`config.mk`:
```
export PLATFORM = sky130hd
export DESIGN_NAME = uart_rx_fifo
export DESIGN_NICKNAME = d
export VERILOG_FILES = /design/src/rtl/uart_rx_fifo.sv
export SDC_FILE = /design/constraint.sdc
export NUM_CORES = 1
export LEC_CHECK = 0
export ABC_AREA = 1
export BUFFER_PORTS_ARGS = -buffer_cell sky130_fd_sc_hd__buf_2
export CORE_ASPECT_RATIO = 1.75
export CORE_MARGIN = 3
export CORE_UTILIZATION = 45
export CTS_BUF_LIST = sky130_fd_sc_hd__clkbuf_2
export CTS_CLUSTER_DIAMETER = 150
export DETAILED_ROUTE_END_ITERATION = 16
export PLACE_DENSITY = 0.61
export SLEW_MARGIN = 30
export SYNTH_ARGS = -nofsm -noshare
export SYNTH_HDL_FRONTEND = slang
export SYNTH_SLANG_ARGS = --single-unit
export TNS_END_PERCENT = 5
```
`constraint.sdc`:
```
create_clock -name clk -period 5 [get_ports clk]
set_input_delay 0.5 -clock clk [delete_from_list [all_inputs] [get_ports clk]]
set_output_delay 0.5 -clock clk [all_outputs]
set_load 0.02 [all_outputs]
```
`src/rtl/uart_rx_fifo.sv`:
```
// Buffered 8N1 UART receiver: 8x oversampled start/data/stop recovery feeding a
// first-word-fall-through byte FIFO, read through a reg_state/reg_dat register pair.
module uart_rx_fifo #(
    parameter int UART_CLK   = 12000000,
    parameter int BAUD_RATE  = 115200,
    parameter int FIFO_DEPTH = 16
) (
    input  logic        clk,
    input  logic        resetn,
    input  logic        ser_rx,
    input  logic        reg_state_we,
    input  logic        reg_state_re,
    input  logic [31:0] reg_state_di,
    output logic [31:0] reg_state_do,
    output logic        reg_state_wait,
    input  logic        reg_dat_re,
    output logic [31:0] reg_dat_do,
    output logic        reg_dat_wait
);

    localparam int UART_DIV = UART_CLK / (BAUD_RATE * 8);
    localparam int CW       = $clog2(UART_DIV + 1);
    localparam int AW       = $clog2(FIFO_DEPTH);
    localparam int PW       = AW + 1;

    typedef enum logic [2:0] {
        S_IDLE,
        S_START,
        S_DATA,
        S_STOP,
        S_BREAK
    } state_t;

    logic [CW-1:0] div_q;
    logic          tick;
    logic [1:0]    sync_q;
    logic          rx_s;

    state_t        state_q;
    logic [2:0]    sub_q;
    logic [2:0]    bitn_q;
    logic [7:0]    shreg_q;
    logic          push_q;
    logic          frame_err_q;

    logic [7:0]    mem_q [FIFO_DEPTH];
    logic [PW-1:0] wp_q, wp_d;
    logic [PW-1:0] rp_q, rp_d;
    logic [PW-1:0] count;
    logic          full, empty, pop, push_ok;
    logic          overrun_q, overrun_d;
    logic [31:0]   count_ext;
    logic          unused_bits;

    assign reg_state_wait = 1'b0;
    assign reg_dat_wait   = 1'b0;
    assign unused_bits    = ^{reg_state_re, reg_state_di[31:4], reg_state_di[1:0]};

    // ------------------------------------------------------------------
    // Oversample tick and input synchroniser
    // ------------------------------------------------------------------
    always_ff @(posedge clk or negedge resetn) begin
        if (!resetn) begin
            div_q <= '0;
        end else if (div_q == CW'(UART_DIV - 1)) begin
            div_q <= '0;
        end else begin
            div_q <= div_q + 1'b1;
        end
    end

    assign tick = (div_q == '0);

    always_ff @(posedge clk or negedge resetn) begin
        if (!resetn) begin
            sync_q <= 2'b11;
        end else begin
            sync_q <= {sync_q[0], ser_rx};
        end
    end

    assign rx_s = sync_q[1];

    // ------------------------------------------------------------------
    // Frame FSM. sub counts ticks within a bit; the start bit is checked
    // half a bit in, after which every 8th tick lands mid-bit.
    // ------------------------------------------------------------------
    always_ff @(posedge clk or negedge resetn) begin
        if (!resetn) begin
            state_q     <= S_IDLE;
            sub_q       <= '0;
            bitn_q      <= '0;
            shreg_q     <= '0;
            push_q      <= 1'b0;
            frame_err_q <= 1'b0;
        end else begin
            push_q <= 1'b0;
            if (reg_state_we && reg_state_di[3]) begin
                frame_err_q <= 1'b0;
            end
            if (tick) begin
                case (state_q)
                    S_IDLE: begin
                        if (!rx_s) begin
                            state_q <= S_START;
                            sub_q   <= '0;
                        end
                    end
                    S_START: begin
                        if (sub_q == 3'd3) begin
                            if (rx_s) begin
                                state_q <= S_IDLE;
                            end else begin
                                state_q <= S_DATA;
                                sub_q   <= '0;
                                bitn_q  <= '0;
                            end
                        end else begin
                            sub_q <= sub_q + 3'd1;
                        end
                    end
                    S_DATA: begin
                        sub_q <= sub_q + 3'd1;
                        if (sub_q == 3'd7) begin
                            shreg_q <= {rx_s, shreg_q[7:1]};
                            bitn_q  <= bitn_q + 3'd1;
                            if (bitn_q == 3'd7) begin
                                state_q <= S_STOP;
                            end
                        end
                    end
                    S_STOP: begin
                        sub_q <= sub_q + 3'd1;
                        if (sub_q == 3'd7) begin
                            if (rx_s) begin
                                push_q  <= 1'b1;
                                state_q <= S_IDLE;
                            end else begin
                                // Set after the clear above so a same-cycle set wins.
                                frame_err_q <= 1'b1;
                                state_q     <= S_BREAK;
                            end
                        end
                    end
                    S_BREAK: begin
                        if (rx_s) begin
                            state_q <= S_IDLE;
                        end
                    end
                    default: begin
                        state_q <= S_IDLE;
                    end
                endcase
            end
        end
    end

    // ------------------------------------------------------------------
    // Receive FIFO. Pointers carry one extra bit so full and empty differ.
    // ------------------------------------------------------------------
    assign count   = wp_q - rp_q;
    assign full    = (count == PW'(FIFO_DEPTH));
    assign empty   = (count == '0);
    assign pop     = reg_dat_re && !empty;
    assign push_ok = push_q && (!full || pop);

    always_comb begin
        wp_d      = wp_q;
        rp_d      = rp_q;
        overrun_d = overrun_q;
        if (push_ok) begin
            wp_d = wp_q + PW'(1);
        end
        if (pop) begin
            rp_d = rp_q + PW'(1);
        end
        if (reg_state_we && reg_state_di[2]) begin
            overrun_d = 1'b0;
        end
        if (push_q && !push_ok) begin
            overrun_d = 1'b1;
        end
    end

    always_ff @(posedge clk or negedge resetn) begin
        if (!resetn) begin
            wp_q      <= '0;
            rp_q      <= '0;
            overrun_q <= 1'b0;
        end else begin
            wp_q      <= wp_d;
            rp_q      <= rp_d;
            overrun_q <= overrun_d;
        end
    end

    // When full with a same-cycle pop, wp aliases the slot being vacated.
    always_ff @(posedge clk) begin
        if (push_ok) begin
            mem_q[wp_q[AW-1:0]] <= shreg_q;
        end
    end

    // ------------------------------------------------------------------
    // Register views
    // ------------------------------------------------------------------
    assign count_ext    = 32'(count);
    assign reg_dat_do   = {24'h0, empty ? 8'h00 : mem_q[rp_q[AW-1:0]]};
    assign reg_state_do = {16'h0, count_ext[7:0], 4'h0,
                           frame_err_q, overrun_q, full, !empty};

endmodule

```
### Yosys cells after proc, flatten, opt, wreduce, memory -nomap -nowiden

Memory sizes are Yosys's and may differ from the RTL's.
Index checks and enable logic that the tools add are counted.

| word-level totals | value |
|---|---|
| register bits | 36 |
| RAM bits | 128 |
| output and inout bits | 66 |
| word-level logic and storage cells | 85 |
| memories | 1 |

Memories:

| name | words | width | read ports | clocked after Yosys merged registers in | wr ports | line | RTL |
|---|---|---|---|---|---|---|---|
| mem_q | 16 | 8 | 1 | 0 | 1 | 46 | `logic [7:0] mem_q [FIFO_DEPTH];` |

| cells by class | value |
|---|---|
| add/subtract/negate cells | 6 |
| equality and inequality tests | 16 |
| multiplexer cells | 31 |
| reductions and logical operators | 20 |

Operators with widths:

| kind | number |
|---|---|
| $mux 3 | 12 |
| $pmux 3 s5 | 1 |
| $ne 2x2->1 const B | 7 |
| $mux 1 | 13 |
| $add 5x1->5 const B | 2 |
| $eq 3x2->1 const B | 3 |
| $eq 3x3->1 const B | 3 |
| $pmux 3 s3 | 1 |
| $mux 8 | 1 |
| $reduce_and 7->1 | 1 |
| $add 3x1->3 const B | 2 |
| $pmux 3 s2 | 1 |
| $eq 5x5->1 const B | 1 |
| $logic_and 1x1->1 | 5 |
| $logic_not 5->1 | 1 |
| $reduce_and 5->1 | 1 |
| $sub 5x5->5 | 1 |
| $add 4x1->4 const B | 1 |
| $eq 4x4->1 const B | 1 |
| $logic_not 4->1 | 1 |
| $mux 4 | 1 |
| $reduce_bool 2->1 | 2 |
| $eq 3x1->1 const B | 1 |
| $logic_not 1->1 | 3 |
| other kinds (7) | 7 |

### Depth between registers and ports, before layout

Gate-level depths: netlist (run 1).

| logic depth | value |
|---|---|
| depth in word-level cells | 9 |
| mapped depth | 13 |
| mapped depth without buffers | 12 |

### Worst setup path before layout (run 1)

Ideal clock, no wire load.

| timing | value |
|---|---|
| path type | register to register |
| start | register wp_q[0] |
| end | memory mem_q[12][0] (enable) |
| arrival time | 2.454 ns |
| path slack | 2.175 ns |
| cell stages (with the launch flop) | 10 |
| buffers on the path | 1 |
| period minus slack after synthesis | 2.825 ns |
| cell sequence | dfrtp_1 -> inv_1 -> ha_1 -> fa_1 -> xnor2_1 -> nor2_4 -> nand4_4 -> nand2_2 -> buf_4 -> nor2_1 |

| on the way | value |
|---|---|
| cells in the longest elaborated chain, start to end | 8 |
| elaborated cells on any way between the ends | 10 |
| those cells by class | add/sub: 1; eq/ne: 1; mux: 2; reduce/logical: 6 |

Ends and longest elaborated chain:

| item | line | RTL |
|---|---|---|
| from (decl) | 47 | `logic [PW-1:0] wp_q, wp_d;` |
| from (signal assigned) | 191 | `wp_q <= wp_d;` |
| $sub 5x5->5 * | 161 | `assign count = wp_q - rp_q;` |
| via reg_state_do[10] | 14 | `output logic [31:0] reg_state_do,` |
| $logic_not 5->1 | 163 | `assign empty = (count == '0);` |
| $logic_not 1->1 | 164 | `assign pop = reg_dat_re && !empty;` |
| $logic_and 1x1->1 | 164 |  |
| $logic_or 1x1->1 * | 165 | `assign push_ok = push_q && (!full \|\| pop);` |
| $logic_and 1x1->1 * | 165 |  |
| $mux 1 * | 199 | `if (push_ok) begin` |
| $mux 1 (not written as such) * | 200 | `mem_q[wp_q[AW-1:0]] <= shreg_q;` |
| to (decl) | 46 |  |

The timed path passes the listed nets; every way through them passes the cells marked *.

### Final worst setup path (run 1)

| timing | value |
|---|---|
| start | register rp_q[2] |
| end | output reg_dat_do[5] |

| on the way | value |
|---|---|
| cells in the longest elaborated chain, start to end | 3 |
| elaborated cells on any way between the ends | 4 |
| those cells by class | add/sub: 1; mux: 1; reduce/logical: 1; memory: 1 |

Ends and longest elaborated chain:

| item | line | RTL |
|---|---|---|
| from (decl) | 48 | `logic [PW-1:0] rp_q, rp_d;` |
| from (signal assigned) | 192 | `rp_q <= rp_d;` |
| $sub 5x5->5 | 161 |  |
| $logic_not 5->1 | 163 |  |
| $mux 8 * | 208 | `assign reg_dat_do = {24'h0, empty ? 8'h00 : mem_q[rp_q[AW-1:0]]};` |
| to (decl) | 17 | `output logic [31:0] reg_dat_do,` |

Mark *: on every way between the ends. The rest lies on a longest branch, timed or not.

==> out/qor.txt, run 1 <==
Status = finished, final reports clean
Root Buffer Master = clkbuf_2
Slew @ Worst Pin = 0.834 ns
XOR/XNOR Fraction of Synth Area = 0.922%
Avg Inst Size Synth = 10.1 µm²
Die X = 104 µm
Worst Setup Start Kind = flip-flop
H-tree depth = 4
I/O pin count = 104
DRC viols = 0
Clk sinks = 164
CP dominant cell by count = nand2_1
Starting Density = 46.0%
Final WS setup = 0.949 ns
Max clock buf depth = 2
Detailed placement HPWL = 11200 µm
Fin area = 7950 µm²
Global route total overflow = 0
Storage cell area = 4750 µm²
CTS Buf Count = 17
Fill cell count = 1535
Util after Layout = 48.1%
Type of the worst setup path = reg -> out
Placed Instances = 970
Max cap viols = 0
Vias in the first global route = 4988
Vias per std cell = 4.94
Number of port buffers = 23
PostCTS Resize Cnt = 0
Routed Antenna Nets = 0
Placed inst area = 7680 µm²
RSZ-0062 raised after global routing = no
Final Hold Fails = 0
Iter 0 DRT Violations = 365
Slowest stage cell, crit path = dfrtp_1
Tcrit/Tclk final = 81.0%
P&R area growth vs syn = 4.63%
First-pass GRT wire length = 25500 µm
CTS clk-pin slew, worst paths = 0.23 ns
Initial antenna violation count = 1
CP endpoint kind = output port
Synthesized cell area = 7600 µm²
CP Cell Sequence = clkinv_1, ha_1, a21oi_1, nand3_1, nand2_1, nand2_1, nor2_4, nor2_1, buf_2
DRT Pass-1 Iters = 5
Synth Area in Adders = 2.90%
Synth cell types = 32
Dominant cells by area after synthesis = edfxtp_1 51%, nand2_1 13%, dfrtp_1 11%
Compound-Gate Fraction of Synth Area = 1.25%
Area of the multi-input gates = 2360 µm²
DR WL/cell = 16.3 µm
Final setup vio count = 0
Top cells by count, synth = 257 x nand2_1, 128 x edfxtp_1, 114 x nand3_1
Critical Path RT = 4.50 ns
Layout cells sized above 1 = 8.94%
Setup TNS = 0 ns
Placement Setup Slack = 1.46 ns
Critical path arrival = 3.55 ns
Post-synth EDFFs = 128
Via count = 4984
PD cells = 267 nW/µm²
Largest family of logic cells by synthesized area = simple AND/OR/NAND/NOR gates
Total power draw = 2.12 mW
Synth Area in Simple Gates = 23.4%
Post-CTS Setup Inserts = 0
WL final = 16500 µm
Leakage Power = 3.41 nW
Worst vdd rail ir drop = 0.176 mV
Core Area = 16500 µm²
Final std cells w/o fill = 1008
Worst skew pair latency = 0.72 ns
Synth top area share = 50.6%
Achievable Freq = 247 MHz
Cells after Synth = 750
FP Rows = 62
CP Max Fanout = 14
Worst Hold Margin = 0.109 ns
Synth Flop Type = edfxtp_1
Register area share after synthesis = 62.5%
CTS tree = built
Max-slew violations = 0
Most frequent cell after synthesis = nand2_1
Die height = 178 µm
Overall Global Routing Usage = 18.2%
Synthesis Warnings = 0
Die area = 18500 µm²
Max-slew headroom = 44.2%
Number of synthesized register bits = 164
Mux contribution to synthesized area = 0.132%
Synth area leader = edfxtp_1
Placer Congestion = 0.796
Largest net degree at the start of global routing = 65
Ys async rst share = 22.0%
Final nets = 826
Worst Hold Class = in -> reg
Max incr delay on CP = 0.73 ns
Skew final = 0.0402 ns
Min Tclk post-route = 4.05 ns
-- worst max-delay path: cells and delay by family (launching register included) --
kind            cells  cell delay [ns]
simple gates        5             0.84
buf+inv             2             0.62
compound gates      1             0.18
flops               1             0.73
fa+ha+maj           1             0.48
-- cells by family after synthesis --
| logic type | Yosys count |
|---|---|
| compound gates | 18 |
| xor+xnor | 8 |
| fa+ha+maj | 17 |
| buf+inv | 119 |
| flops | 164 |
| mux | 1 |
| other cells | 1 |
| simple gates | 422 |
-- cell usage in the layout, fill, tap and decap left out, types with 10 or more instances in the layout --
| master | n |
|---|---|
| edfxtp_1 | 128 |
| clkbuf_2 | 17 |
| nor2_1 | 38 |
| nand2_1 | 257 |
| buf_2 | 23 |
| o21ai_0 | 10 |
| nand3_1 | 114 |
| dfrtp_1 | 33 |
| conb_1 | 49 |
| inv_1 | 35 |
| ha_1 | 16 |
-- flip-flops by register name, indices dropped and copies added (netlist names), 2 cells and up --
signal   cells
mem_q      128
sub_q        3
state_q      3
sync_q       2
bitn_q       3
wp_q         5
div_q        4
rp_q         5
shreg_q      8
-- report_power, final --
| part | switching [mW] | internal [mW] | total (mW) |
|---|---|---|---|
| registers | 0.000428 | 1.45 | 1.45 |
| logic | 0.0413 | 0.00529 | 0.0466 |
| clock network | 0.478 | 0.142 | 0.620 |
| total | 0.520 | 1.60 | 2.12 |
-- path summary, 6_finish.rpt --
check                                end  slack [ns]        from  cells past startpoint
max                        reg_dat_do[5]        0.95     rp_q[2]                      9
min                            overrun_q        0.11  reg_dat_re                      4
max reg2reg                 mem_q[13][0]        1.50     rp_q[2]                      8
min reg2reg                    sync_q[1]        0.37   sync_q[0]                      0
max in group asynchronous        rp_q[0]        4.06      resetn                      2
min in group asynchronous       div_q[2]        0.37      resetn                      2
-- timing repair --
action / CTS / global route
endpoints found under the hold margin: 37 / 0
setup endpoints to repair: 0 / 0
hold buffers: 6 / 0
-- metal layers --
layer,wire length [µm],vias up,GRT usage [%]
li1,-,2436,-
met1,5870,2341,18.1
met2,9170,168,35.3
met3,701,39,2.73
met4,716,0,10.7
met5,0,-,0
-- cell type report --
type,count,share of cell area (%)
Multi-Input combinational cell,515,29.7
Antenna cell,1,0.0315
Tap cell,224,3.53
Clock buffer,17,1.07
Clock inverter,14,1.50
Inverter,40,1.89
Sequential cell,164,59.7
Timing Repair Buffer,33,2.58
Power figures use the tool's default switching activity.
==> run 2: changes to the inputs <==
clock period = 4.1 ns   (was 5 ns; I/O delays follow)
==> run 2 against run 1 <==
  * Die area did not move
  * Critical endpoint is now reg_dat_do[7]
  * Count of clock-buffer cells in the layout rose by 2
  * Design area rose by 0.99%
  * Power rose by 23%
  * Clock skew rose by 0.0065 ns
  * Non-clock buffer count rose by 9
  * Sequential power rose by 22%
  * Clock power rose by 27%
  * Combinational power rose by 22%
  * Setup slack got worse by 0.67 ns
==> out/qor.txt, run 2 (synthesized netlist as in run 1, its figures left out) <==
Die height = 178 µm (unchanged)
Crit path max-delay family = simple AND/OR/NAND/NOR gates
FP Rows = 62 (unchanged)
Max cap viols = 0 (unchanged)
Global route total overflow = 0 (unchanged)
Final nets = 835 (+1.1%)
Max clock buf depth = 2 (unchanged)
Final setup vio count = 0 (unchanged)
Critical path arrival = 3.41 ns (-0.14 ns)
CTS clk-pin slew, worst paths = 0.24 ns (about the same)
First-pass GRT wire length = 26400 µm (+3.7%)
Commonest cells after routing, fill and taps aside = 257 x nand2_1, 128 x edfxtp_1, 114 x nand3_1
I/O pin count = 104 (unchanged)
Comb power frac = 2.2% (about the same)
Tcrit/Tclk final = 93.3%
Final Hold Fails = 0 (unchanged)
Slowest stage cell, crit path = dfrtp_2
R2R setup slack = 0.75 ns (-0.75 ns)
P_int = 1.97 mW (+23%)
PD cells = 326 nW/µm² (+22%)
CTS Buf Count = 17 (unchanged)
Fill cell count = 1530 (-0.33%)
Routed Antenna Nets = 0 (unchanged)
Placer Congestion = 0.820 (+3.0%)
Total power draw = 2.62 mW (+23%)
Critical Path RT = 3.69 ns (-0.81 ns)
Detailed placement HPWL = 11400 µm (+1.5%)
Final std cells w/o fill = 1018 (+0.99%)
Min Tclk post-route = 3.82 ns
CP Max Fanout = 14 (unchanged)
Vias per std cell = 5.07 (+2.5%)
Sequential share of power = 67.8% (-0.8 points)
Worst vdd rail ir drop = 0.176 mV (+0.13%)
DR WL/cell = 16.5 µm (+0.88%)
Sw frac = 24.8% (+0.31 points)
Slew @ Worst Pin = 0.858 ns (+0.0243 ns)
Hold Path Stages = 4 (unchanged)
Buffers and inverters on the worst path = 2 (unchanged)
CTS tree = built
Number of flip-flops in the largest register = 128 (unchanged)
Placed inst area = 7740 µm² (+0.78%)
Layout cells sized above 1 = 10.3% (+1.4 points)
Reg2reg path depth = 8 (unchanged)
Vias in the first global route = 5051 (+1.3%)
Hold wc startpoint = reg_dat_re
Fin area = 8030 µm² (+0.99%)
Skew final = 0.0467 ns (+0.00650 ns)
CP endpoint kind = output port
Worst Hold Class = in -> reg
WL final = 16800 µm (+1.9%)
M1 GR Usage = 19.6% (+1.5 points)
Post-CTS Setup Inserts = 0 (unchanged)
Worst skew pair latency = 0.73 ns (about the same)
Type of the worst setup path = reg -> out
Largest net degree at the start of global routing = 37 (-43%)
Hold endpoint = rp_q[1]
Number of port buffers = 23 (unchanged)
Max incr delay on CP = 0.62 ns (-0.11 ns)
GR Util met3 = 3.09% (+0.36 points)
Net Switching = 649 µW (+25%)
Die area = 18500 µm² (unchanged)
CP dominant cell by count = nand2_1
Achievable Freq = 261 MHz
CP Cell Sequence = clkinv_1, ha_1, a21oi_1, nand3_1, nand2_1, nand2_1, nor2_4, nor2_1, buf_2
P&R area growth vs syn = 5.66%
Leakage Power = 3.47 nW (+1.7%)
Status = finished, final reports clean
Most common cell after layout, fill and taps aside = nand2_1
Storage cell area = 4750 µm² (about the same)
Initial antenna violation count = 1 (unchanged)
Root Buffer Master = clkbuf_2
Worst Setup Start Kind = flip-flop
DRT Pass-1 Iters = 6 (+1)
Area of the multi-input gates = 2360 µm² (unchanged)
Max-slew headroom = 42.6% (-1.6 points)
Setup TNS = 0 ns (unchanged)
Overall Global Routing Usage = 18.8% (+0.57 points)
DRC viols = 0 (unchanged)
H-tree depth = 4 (unchanged)
Core Area = 16500 µm² (unchanged)
Met2 usage = 35.6% (+0.35 points)
Via count = 5157 (+3.5%)
Worst R2R End = mem_q[0][5]
Clk pwr share = 30.0% (+0.8 points)
Iter 0 DRT Violations = 376 (+3.0%)
Max-slew violations = 0 (unchanged)
Reg2reg start = rp_q[2]
Starting Density = 46.0% (unchanged)
Clk sinks = 164 (unchanged)
Top Usage Layer GRT = met2
Die X = 104 µm (unchanged)
Placed Instances = 978 (+0.82%)
RSZ-0062 raised after global routing = no
-- run 2: worst max path at each step --
stage,slack (ns),to,start,cells past startpoint
after floorplan,1.28,mem_q[12][0],wp_q[0],9
after global placement,0.68,mem_q[0][2],rp_q[2],7
after detailed placement,0.59,mem_q[0][0],rp_q[2],8
after CTS,0.02,reg_dat_do[3],rp_q[2],9
after global routing,0.002,reg_dat_do[7],rp_q[2],9
final,0.28,reg_dat_do[7],rp_q[2],9
-- run 2: routing by layer --
metal	up-vias	wire length, µm
met4	0	758
met5	-	0
li1	2453	-
met2	189	9200
met3	58	728
met1	2457	6080
-- run 2: per-stage QoR --
step / hold slack [ns] / utilization [%] / worst slack, ns
detailed placement: 0.349 / 46.9 / 0.591
global route: 0.0228 / 48.6 / 0.00211
global placement: 0.348 / 46.9 / 0.685
finish: 0.0489 / 48.6 / 0.276
floorplan: 0.114 / - / 1.28
CTS: 0.00153 / 48.6 / 0.0170
-- run 2: layout make-up --
class | instances | area share [%]
antenna | 1 | 0.0312
clock buffer | 19 | 1.18
clock inverter | 13 | 1.45
inverter | 40 | 1.87
multi-input combinational | 515 | 29.4
sequential | 164 | 59.2
tap | 224 | 3.49
timing repair buffer | 42 | 3.43
-- run 2: power by group through the flow --
stage	registers [mW]	logic (mW)	clock network, mW
6_report	1.77	0.0570	0.785
4_1_cts	1.77	0.0559	0.806
3_5_place_dp	1.81	0.0517	0
3_3_place_gp	1.81	0.0514	0
2_1_floorplan	1.81	0.0771	0
5_1_grt	1.78	0.0615	0.874
-- run 2: timing repair --
item	4_1_cts	5_1_grt
resized for setup	0	1
hold buffers	7	0
hold endpoints to repair	37	0
endpoints found under the setup margin	0	8
-- run 2: worst min-delay path: cells and delay by family --
| family | cells | cell delay (ns) |
|---|---|---|
| buf+inv | 1 | 0.08 |
| simple gates | 3 | 0.27 |
